<file path="config.mk">
export PLATFORM = sky130hd
export DESIGN_NAME = mul_div_unit
export DESIGN_NICKNAME = d
export VERILOG_FILES = /design/src/rtl/riscv_m_pkg.sv /design/src/rtl/mdu_div_step.sv /design/src/rtl/mul_div_unit.sv
export SDC_FILE = /design/constraint.sdc
export NUM_CORES = 1
export LEC_CHECK = 0
export CORE_MARGIN = 5
export CORE_UTILIZATION = 56
export CTS_CLUSTER_DIAMETER = 100
export DETAILED_ROUTE_END_ITERATION = 6
export GPL_ROUTABILITY_DRIVEN = 0
export PLACE_DENSITY = 0.74
export SYNTH_ARGS = -nofsm -noshare
export SYNTH_HDL_FRONTEND = slang
export SYNTH_SLANG_ARGS = --single-unit
</file>
<file path="constraint.sdc">
create_clock -name clk -period 6.6 [get_ports clk]
set_input_delay 0.99 -clock clk [delete_from_list [all_inputs] [get_ports clk]]
set_output_delay 0.99 -clock clk [all_outputs]
set_load 0.1 [all_outputs]
</file>
<file path="src/rtl/riscv_m_pkg.sv">
// Shared definitions for the RV32M multiply/divide unit.
//   F3_*          funct3 encodings of the M-extension ops
//   mdu_state_t   control FSM states
//   XLEN_DEFAULT  default operand width
package riscv_m_pkg;

  localparam int unsigned XLEN_DEFAULT = 32;

  localparam logic [2:0] F3_MUL    = 3'd0;
  localparam logic [2:0] F3_MULH   = 3'd1;
  localparam logic [2:0] F3_MULHSU = 3'd2;
  localparam logic [2:0] F3_MULHU  = 3'd3;
  localparam logic [2:0] F3_DIV    = 3'd4;
  localparam logic [2:0] F3_DIVU   = 3'd5;
  localparam logic [2:0] F3_REM    = 3'd6;
  localparam logic [2:0] F3_REMU   = 3'd7;

  typedef enum logic [1:0] {
    IDLE,
    CALC,
    DONE
  } mdu_state_t;

endpackage

</file>
<file path="src/rtl/mdu_div_step.sv">
// One combinational restoring-division step on unsigned magnitudes.
//   rem_i / quo_i  partial remainder and dividend/quotient shift register
//   div_i          divisor magnitude
//   rem_o / quo_o  updated remainder and quotient (new quotient bit shifted in at LSB)
module mdu_div_step #(
  parameter int unsigned XLEN = 32
) (
  input  logic [XLEN-1:0] rem_i,
  input  logic [XLEN-1:0] quo_i,
  input  logic [XLEN-1:0] div_i,
  output logic [XLEN-1:0] rem_o,
  output logic [XLEN-1:0] quo_o
);

  logic [XLEN:0] shifted;
  logic [XLEN:0] diff;

  always_comb begin
    // Bring the next dividend bit into the remainder, then trial-subtract.
    shifted = {rem_i, quo_i[XLEN-1]};
    diff    = shifted - {1'b0, div_i};
    // Top bit of diff is the borrow: set means the trial subtract went negative.
    if (diff[XLEN]) begin
      rem_o = shifted[XLEN-1:0];
      quo_o = {quo_i[XLEN-2:0], 1'b0};
    end else begin
      rem_o = diff[XLEN-1:0];
      quo_o = {quo_i[XLEN-2:0], 1'b1};
    end
  end

endmodule

</file>
<file path="src/rtl/mul_div_unit.sv">
// Iterative RV32M multiply/divide unit. Latches operands on start, runs XLEN shift-add or
// restoring shift-subtract steps on magnitudes, sign-corrects and issues a one-cycle write.
//   clk, rst                 clock, async active-high reset
//   start, funct3            issue request and op select (sampled only in IDLE)
//   rs1_val, rs2_val, rd_addr  operands and destination
//   stall, busy              core hold / unit occupied
//   wb_we, wb_addr, wb_data  register-file write port
module mul_div_unit
  import riscv_m_pkg::*;
#(
  parameter int unsigned XLEN  = XLEN_DEFAULT,
  parameter int unsigned CNT_W = $clog2(XLEN)
) (
  input  logic            clk,
  input  logic            rst,
  input  logic            start,
  input  logic [2:0]      funct3,
  input  logic [XLEN-1:0] rs1_val,
  input  logic [XLEN-1:0] rs2_val,
  input  logic [4:0]      rd_addr,
  output logic            stall,
  output logic            busy,
  output logic            wb_we,
  output logic [4:0]      wb_addr,
  output logic [XLEN-1:0] wb_data
);

  localparam logic [XLEN-1:0] SignMin = {1'b1, {(XLEN-1){1'b0}}};
  localparam logic [CNT_W-1:0] LastCnt = CNT_W'(XLEN - 1);

  mdu_state_t        state_q, state_d;
  logic [CNT_W-1:0]  count_q, count_d;
  logic [2:0]        f3_q, f3_d;
  logic [4:0]        rd_q, rd_d;
  logic [XLEN-1:0]   b_q, b_d;          // multiplicand / divisor magnitude
  logic [2*XLEN-1:0] acc_q, acc_d;      // {hi, lo}: product, or {remainder, quotient}
  logic              neg_q_q, neg_q_d;  // negate product / quotient
  logic              neg_r_q, neg_r_d;  // negate remainder
  logic [4:0]        wb_addr_q, wb_addr_d;
  logic [XLEN-1:0]   wb_data_q, wb_data_d;

  // Issue-side decode on live inputs
  logic            signed_a, signed_b, a_neg, b_neg, div_zero, div_ovf;
  logic [XLEN-1:0] abs_a, abs_b, special_res;

  always_comb begin
    signed_a = (funct3 == F3_MULH) || (funct3 == F3_MULHSU) ||
               (funct3 == F3_DIV)  || (funct3 == F3_REM);
    signed_b = (funct3 == F3_MULH) || (funct3 == F3_DIV) || (funct3 == F3_REM);
    a_neg    = signed_a & rs1_val[XLEN-1];
    b_neg    = signed_b & rs2_val[XLEN-1];
    abs_a    = a_neg ? -rs1_val : rs1_val;
    abs_b    = b_neg ? -rs2_val : rs2_val;
    div_zero = funct3[2] && (rs2_val == '0);
    div_ovf  = ((funct3 == F3_DIV) || (funct3 == F3_REM)) &&
               (rs1_val == SignMin) && (rs2_val == '1);
    if (div_zero) begin
      special_res = funct3[1] ? rs1_val : '1;
    end else begin
      special_res = funct3[1] ? '0 : SignMin;
    end
  end

  // Datapath step
  logic [XLEN:0]     mul_sum;
  logic [2*XLEN-1:0] mul_next, step_next, prod_fix;
  logic [XLEN-1:0]   div_rem, div_quo, calc_res;

  mdu_div_step #(
    .XLEN(XLEN)
  ) u_div_step (
    .rem_i(acc_q[2*XLEN-1:XLEN]),
    .quo_i(acc_q[XLEN-1:0]),
    .div_i(b_q),
    .rem_o(div_rem),
    .quo_o(div_quo)
  );

  always_comb begin
    // Shift-add: add multiplicand into the high half when the multiplier LSB is set.
    mul_sum   = {1'b0, acc_q[2*XLEN-1:XLEN]} + (acc_q[0] ? {1'b0, b_q} : '0);
    mul_next  = {mul_sum, acc_q[XLEN-1:1]};
    step_next = f3_q[2] ? {div_rem, div_quo} : mul_next;
    prod_fix  = neg_q_q ? -step_next : step_next;
    case (f3_q)
      F3_MUL:                       calc_res = prod_fix[XLEN-1:0];
      F3_MULH, F3_MULHSU, F3_MULHU: calc_res = prod_fix[2*XLEN-1:XLEN];
      F3_DIV, F3_DIVU:              calc_res = neg_q_q ? -step_next[XLEN-1:0]
                                                       : step_next[XLEN-1:0];
      default:                      calc_res = neg_r_q ? -step_next[2*XLEN-1:XLEN]
                                                       : step_next[2*XLEN-1:XLEN];
    endcase
  end

  // Control FSM
  always_comb begin
    state_d   = state_q;
    count_d   = count_q;
    f3_d      = f3_q;
    rd_d      = rd_q;
    b_d       = b_q;
    acc_d     = acc_q;
    neg_q_d   = neg_q_q;
    neg_r_d   = neg_r_q;
    wb_addr_d = wb_addr_q;
    wb_data_d = wb_data_q;
    stall     = 1'b0;
    wb_we     = 1'b0;
    unique case (state_q)
      IDLE: begin
        if (start) begin
          stall   = 1'b1;
          count_d = '0;
          f3_d    = funct3;
          rd_d    = rd_addr;
          b_d     = abs_b;
          acc_d   = {{XLEN{1'b0}}, abs_a};
          neg_q_d = a_neg ^ b_neg;
          neg_r_d = a_neg;
          if (div_zero || div_ovf) begin
            state_d   = DONE;
            wb_addr_d = rd_addr;
            wb_data_d = special_res;
          end else begin
            state_d = CALC;
          end
        end
      end
      CALC: begin
        stall   = 1'b1;
        acc_d   = step_next;
        count_d = count_q + 1'b1;
        if (count_q == LastCnt) begin
          state_d   = DONE;
          wb_addr_d = rd_q;
          wb_data_d = calc_res;
        end
      end
      DONE: begin
        wb_we   = (rd_q != 5'd0);
        state_d = IDLE;
      end
      default: state_d = IDLE;
    endcase
  end

  always_ff @(posedge clk or posedge rst) begin
    if (rst) begin
      state_q   <= IDLE;
      count_q   <= '0;
      f3_q      <= '0;
      rd_q      <= '0;
      b_q       <= '0;
      acc_q     <= '0;
      neg_q_q   <= 1'b0;
      neg_r_q   <= 1'b0;
      wb_addr_q <= '0;
      wb_data_q <= '0;
    end else begin
      state_q   <= state_d;
      count_q   <= count_d;
      f3_q      <= f3_d;
      rd_q      <= rd_d;
      b_q       <= b_d;
      acc_q     <= acc_d;
      neg_q_q   <= neg_q_d;
      neg_r_q   <= neg_r_d;
      wb_addr_q <= wb_addr_d;
      wb_data_q <= wb_data_d;
    end
  end

  assign busy    = (state_q != IDLE);
  assign wb_addr = wb_addr_q;
  assign wb_data = wb_data_q;

endmodule

</file>
Yosys cells after proc, flatten, opt, wreduce, memory -nomap -nowiden. Cells that the tools add are included.

$add $sub $neg: 8. Eq/ne operators: 17. Mux-type cells: 32. Bitwise operators: 3. Reductions and logical operators: 22.

Operator list (number): 32-bit 2-to-1 mux (12); 64-bit 2-to-1 mux (3); 32-bit negation (4); 64-bit one-hot mux with 2 select lines (1); 32-bit one-hot mux with 3 select lines (1); 32-bit == test (second input constant) (2); 64-bit negation (1); 32-bit one-hot mux with 2 select lines (1); 32-bit by 32-bit adder with 33-bit output (1); 33-bit by 32-bit subtractor with 33-bit output (1); 32-bit logical NOT (1); 5-bit 2-to-1 mux (4); 5-bit one-hot mux with 2 select lines (2); 3-bit == test (second input constant) (4); 3-bit by 2-bit == test with 1-bit output (second input constant) (3); 1-bit logical OR (7); 3-bit by 1-bit == test with 1-bit output (second input constant) (2); 2-bit 2-to-1 mux (3); 2-bit != test (second input constant) (3); 2-bit AND reduction (3); 5-bit by 1-bit adder with 5-bit output (second input constant) (1); 5-bit == test (second input constant) (1); 5-bit nonzero test (1); 2-bit one-hot mux with 2 select lines (1); other kinds (13) (19).

Register bits after elaboration: 150. Input port bits: 75. Word-level logic and storage cells: 92.

Logic depth before layout (Yosys ltp).
Depth in word-level cells: 8. Gate-level depth with buffers: 27. Depth with buffers taken out: 25.

By module. From an unflattened synthesis, not the netlist that was laid out.

Cell total of the unflattened synthesis: 2053. Area, all modules: 15944.0 µm².

Modules (own cells, without submodules): mul_div_unit (times used 1, cells each 1717, area each 13352.8 µm²); mdu_div_step (times used 1, cells each 336, area each 2591.2 µm²).

Worst setup path after synthesis. No wires, ideal clock.

Kind: reg-to-reg. Start: reg acc_q[31]. End: reg wb_data_q[30] (netlist: wb_data[30]). Arrival: 5609 ps. Data required time: 6505 ps. Path slack: 896 ps. Stages on the path, launching flop included: 28. Path buffers: 2. Path through: dfrtp_1 inv_1 ha_1 inv_1 fa_1 a211oi_1 or4b_4 a211o_1 a21oi_2 a211o_2 buf_2 nor2_1 a21oi_1 ha_1 nor3b_1 o221ai_1 or3_1 or3_1 nor2_1 nand2_1 nor2_1 nand3_1 or2_0 clkbuf_1 o31ai_1 xnor2_1 a211oi_1 o31ai_1.

Cells in the longest elaborated chain, start to end: 8.

Ends and longest elaborated chain: start, declared (line mul_div_unit.sv:36) `logic [2*XLEN-1:0] acc_q, acc_d;`; start signal, assigned (line mul_div_unit.sv:154) `acc_q <= '0;`; start signal, assigned (line mul_div_unit.sv:165) `acc_q <= acc_d;`; 33-bit by 32-bit subtractor with 33-bit output (line mdu_div_step.sv:21) `diff = shifted - {1'b0, div_i};`; 1-bit 2-to-1 mux or 32-bit 2-to-1 mux (tied branches) (line mdu_div_step.sv:23) `if (diff[XLEN]) begin`; 64-bit 2-to-1 mux (*) (line mul_div_unit.sv:83) `step_next = f3_q[2] ? {div_rem, div_quo} : mul_next;`; 64-bit negation (tied with other cells) (line mul_div_unit.sv:84) `prod_fix = neg_q_q ? -step_next : step_next;`; 64-bit 2-to-1 mux (tied with other cells) (line mul_div_unit.sv:84); 32-bit one-hot mux with 3 select lines (*) (line mul_div_unit.sv:85) `case (f3_q)`; 32-bit 2-to-1 mux (*) (line mul_div_unit.sv:133) `if (count_q == LastCnt) begin`; 32-bit one-hot mux with 2 select lines (*) (line mul_div_unit.sv:109) `unique case (state_q)`; end signal, assigned (line mul_div_unit.sv:169) `wb_data_q <= wb_data_d;`; end, declared (line mul_div_unit.sv:40) `logic [XLEN-1:0] wb_data_q, wb_data_d;`.

Mark *: on every way between the ends. The rest lies on a longest branch, timed or not. The select of a mux whose other input is x is not followed. A chain may end at the register's enable or synchronous reset.

Worst setup path after layout. Ends and elaborated chain as after synthesis.

==> results_dict.tcl <==
set metrics [dict create \
    synth_edf_count 0 \
    finalMaxSlewViolations 0 \
    syn_area_per_cell_um2 7.495 \
    yosysUniqueCellTypes 95 \
    grt_pass1_wl_um 89190 \
    cts_made_buffers 17 \
    final_cell_mix "253 x nand2_1, 196 x o21ai_0, 175 x nor2_1, 149 x dfrtp_1, 136 x a21oi_1" \
    grt.total_usage_pct 35.74 \
    finalClockSkew_ps 17.32 \
    dpl.hpwl_um 43330 \
    syn_to_final_growth_pct 13.71 \
    nFillCells 2440 \
    hold_ws_ps 485.3 \
    slew_headroom_pct 24.41 \
    die_x_um 177.3 \
    layout-drive-gt1-share_pct 5.735 \
    root_buffer "clkbuf_16" \
    routed_wl_um 57810 \
    rows 61 \
    finalSetupViolations 0 \
    cap_viol_max_count 0 \
    critPathLaunch "acc_q[31]$_DFFE_PP0P_" \
    grt_pass1_vias 16126 \
    detail-route-antenna-nets 0 \
    synthCells 2092 \
    busiest_layer "met2" \
    crit_required_ps 6960 \
    min_period_ps 6318 \
    wl_per_cell_um 22.76 \
    synth_top_area_share_pct 23.94 \
    async_reset_ff_share_pct 100.0 \
    cp_max_fo 7 \
    dr_total_vias 17306 \
    cts_tree "yes" \
    crit_arrival_ps 6680 \
    io_pins 115 \
    grtUsageMet2_pct 53.30 \
    syn_nets 2240 \
    end_kind "flop" \
    status "completed" \
    antenna_found_initial 2 \
    die_y_um 177.3 \
    path_class "flop to flop" \
    cts.path.max_buffers 2 \
    period_share_pct 95.73 \
    num-nets-final 2297 \
    clkSlewWorstSetupHoldPaths_ps 80 \
    drc 0 \
    via_per_inst 6.813 \
    dp.cells 2508 \
    dominantRegCellSynth "dfrtp_1" \
    netlist_area_um2 15680 \
    synth_seq_cells 150 \
    worstHoldStart "wb_data[3]$_DFFE_PP0P_" \
    timing.rr.start "acc_q[31]$_DFFE_PP0P_" \
    worst_slew_pin_slew_ps 1129 \
    critPathLaunchType "flop" \
    initial_utilization_pct 56.60 \
    clock.fmax_ghz 0.1583 \
    netlist_top_cells_area "dfrtp_1 24%, xnor2_1 6.8%, o21ai_0 6.3%" \
    fin_cells 2540 \
    grt_start_max_net_pins 110 \
    post_cts_buffers 0 \
    layout_commonest_cell "nand2_1" \
    io_buffers 114 \
    clkSinkCount 150 \
    yosysWarnings 0 \
    dr.pass1.iters 7 \
    drt_iter0_markers 2331 \
    globalRouteOverflowTotal 0 \
    yosysTopAreaCell "dfrtp_1" \
    core_um2 27710 \
    h-tree-depth 4 \
    ys_seq_area_share_pct 23.94 \
    diodes 0 \
    min_path_type "flop to flop" \
    dieArea_um2 31450 \
    met1_usage_pct 49.79 \
    grtUsageMet3_pct 8.181 \
    hold_viol 0 \
    clock_latency_ps 450 \
]
-- state kept, by name (all words and copies together), names as in the netlist --
name and count:
b_q 32, neg_r_q 1, count_q 5, state_q 2, wb_addr 5, rd_q 5, neg_q_q 1, wb_data 32
f3_q 3, acc_q 64
-- metal layers --
metal  up-vias  share of wire, %
met2      1091                43
li1       7793                 -
met3       201                11
met1      8221                41
met5         -                 0
met4         0               4.9
-- timing repair --
| item | CTS | global route |
|---|---|---|
| endpoints found under the setup margin | 0 | 5 |
| gates resized for setup | 0 | 5 |
| hold buffers | 0 | 0 |
-- final timing paths --
kind | end | slack [ps] | depth (start not counted)
setup / recovery | wb_data[30]$_DFFE_PP0P_ | 280 | 25
hold / removal | wb_data[3]$_DFFE_PP0P_ | 490 | 1
setup reg to reg | wb_data[30]$_DFFE_PP0P_ | 280 | 25
hold reg to reg | wb_data[3]$_DFFE_PP0P_ | 490 | 1
max in group asynchronous | wb_data[19]$_DFFE_PP0P_ | 4170 | 3
min in group asynchronous | b_q[14]$_DFFE_PP0P_ | 1110 | 2
-- cells in the mapped netlist (all sizes together), types with 6 or more instances --
master	number
a211o	6
a211oi	24
a21boi	6
a21o	27
a21oi	137
a221oi	14
a22o	16
a31oi	43
a41oi	7
and2	50
and3	10
and4	9
buf	16
clkbuf	103
dfrtp	150
ha	71
inv	75
mux2i	48
nand2	254
nand2b	9
nand3	40
nand4	26
nor2	177
nor2b	15
nor3	51
nor3b	14
nor4	26
o211ai	25
o21a	17
o21ai	212
o21bai	9
o221ai	39
o22ai	17
o31ai	27
o41ai	9
or2	16
or3	26
or4	8
xnor2	122
xor2	59
-- stage by stage --
step | utilization [%] | setup WS (ps) | setup TNS (ps) | cell area, µm²
3_5_place_dp | 62.10 | 211.1 | 0 | 17210
3_3_place_gp | 62.10 | 491.9 | 0 | 17210
2_1_floorplan | - | 896.0 | 0 | 15680
6_report | 64.35 | 281.8 | 0 | 17830
5_1_grt | 64.35 | -6.047 | -6.047 | 17830
4_1_cts | 64.29 | 170.5 | 0 | 17810
-- logic make-up (layout without fill, tap and decap cells) --
logic type / after synthesis / in the layout / synth area share [%]
muxes: 52 / 52 / 3.351
DFF: 150 / 150 / 23.94
AOI/OAI and AO/OA: 685 / 685 / 28.53
xor gates and xnor gates: 181 / 181 / 10.11
buffers and inverters: 196 / 266 / 4.756
and+or+nand+nor: 755 / 755 / 23.40
adders and majority gates: 73 / 73 / 5.921
-- worst max-delay path, stage by stage, from the launching register on --
cell and delay (ps):
dfrtp_1 420, inv_1 80, ha_1 200, inv_1 70, fa_1 240, a211oi_1 150
or4b_4 600, a211o_1 350, a21oi_4 250, a211o_2 160, nor2_1 110, a21oi_1 200
ha_1 220, nor3b_1 260, o221ai_1 220, or3_1 450, or3_1 490, nor2_2 210
nand2_1 100, nor2_1 200, nand3_1 150, or2_4 320, o31ai_2 270, xnor2_1 160
a211oi_1 70, o31ai_1 260
-- area by class of cell --
| cell class | instances | area, µm² | share of cell area (%) |
|---|---|---|---|
| Sequential cell | 150 | 3757 | 21.07 |
| Inverter | 77 | 294.0 | 1.649 |
| Multi-Input combinational cell | 1746 | 11230 | 63.01 |
| Timing Repair Buffer | 157 | 1464 | 8.211 |
| Clock buffer | 18 | 429.2 | 2.407 |
| Clock inverter | 14 | 177.7 | 0.9965 |
| Tap cell | 378 | 473.0 | 2.653 |
Power is not shown: default switching activity piles up to over one toggle a cycle in this logic, so the estimate is an artifact.
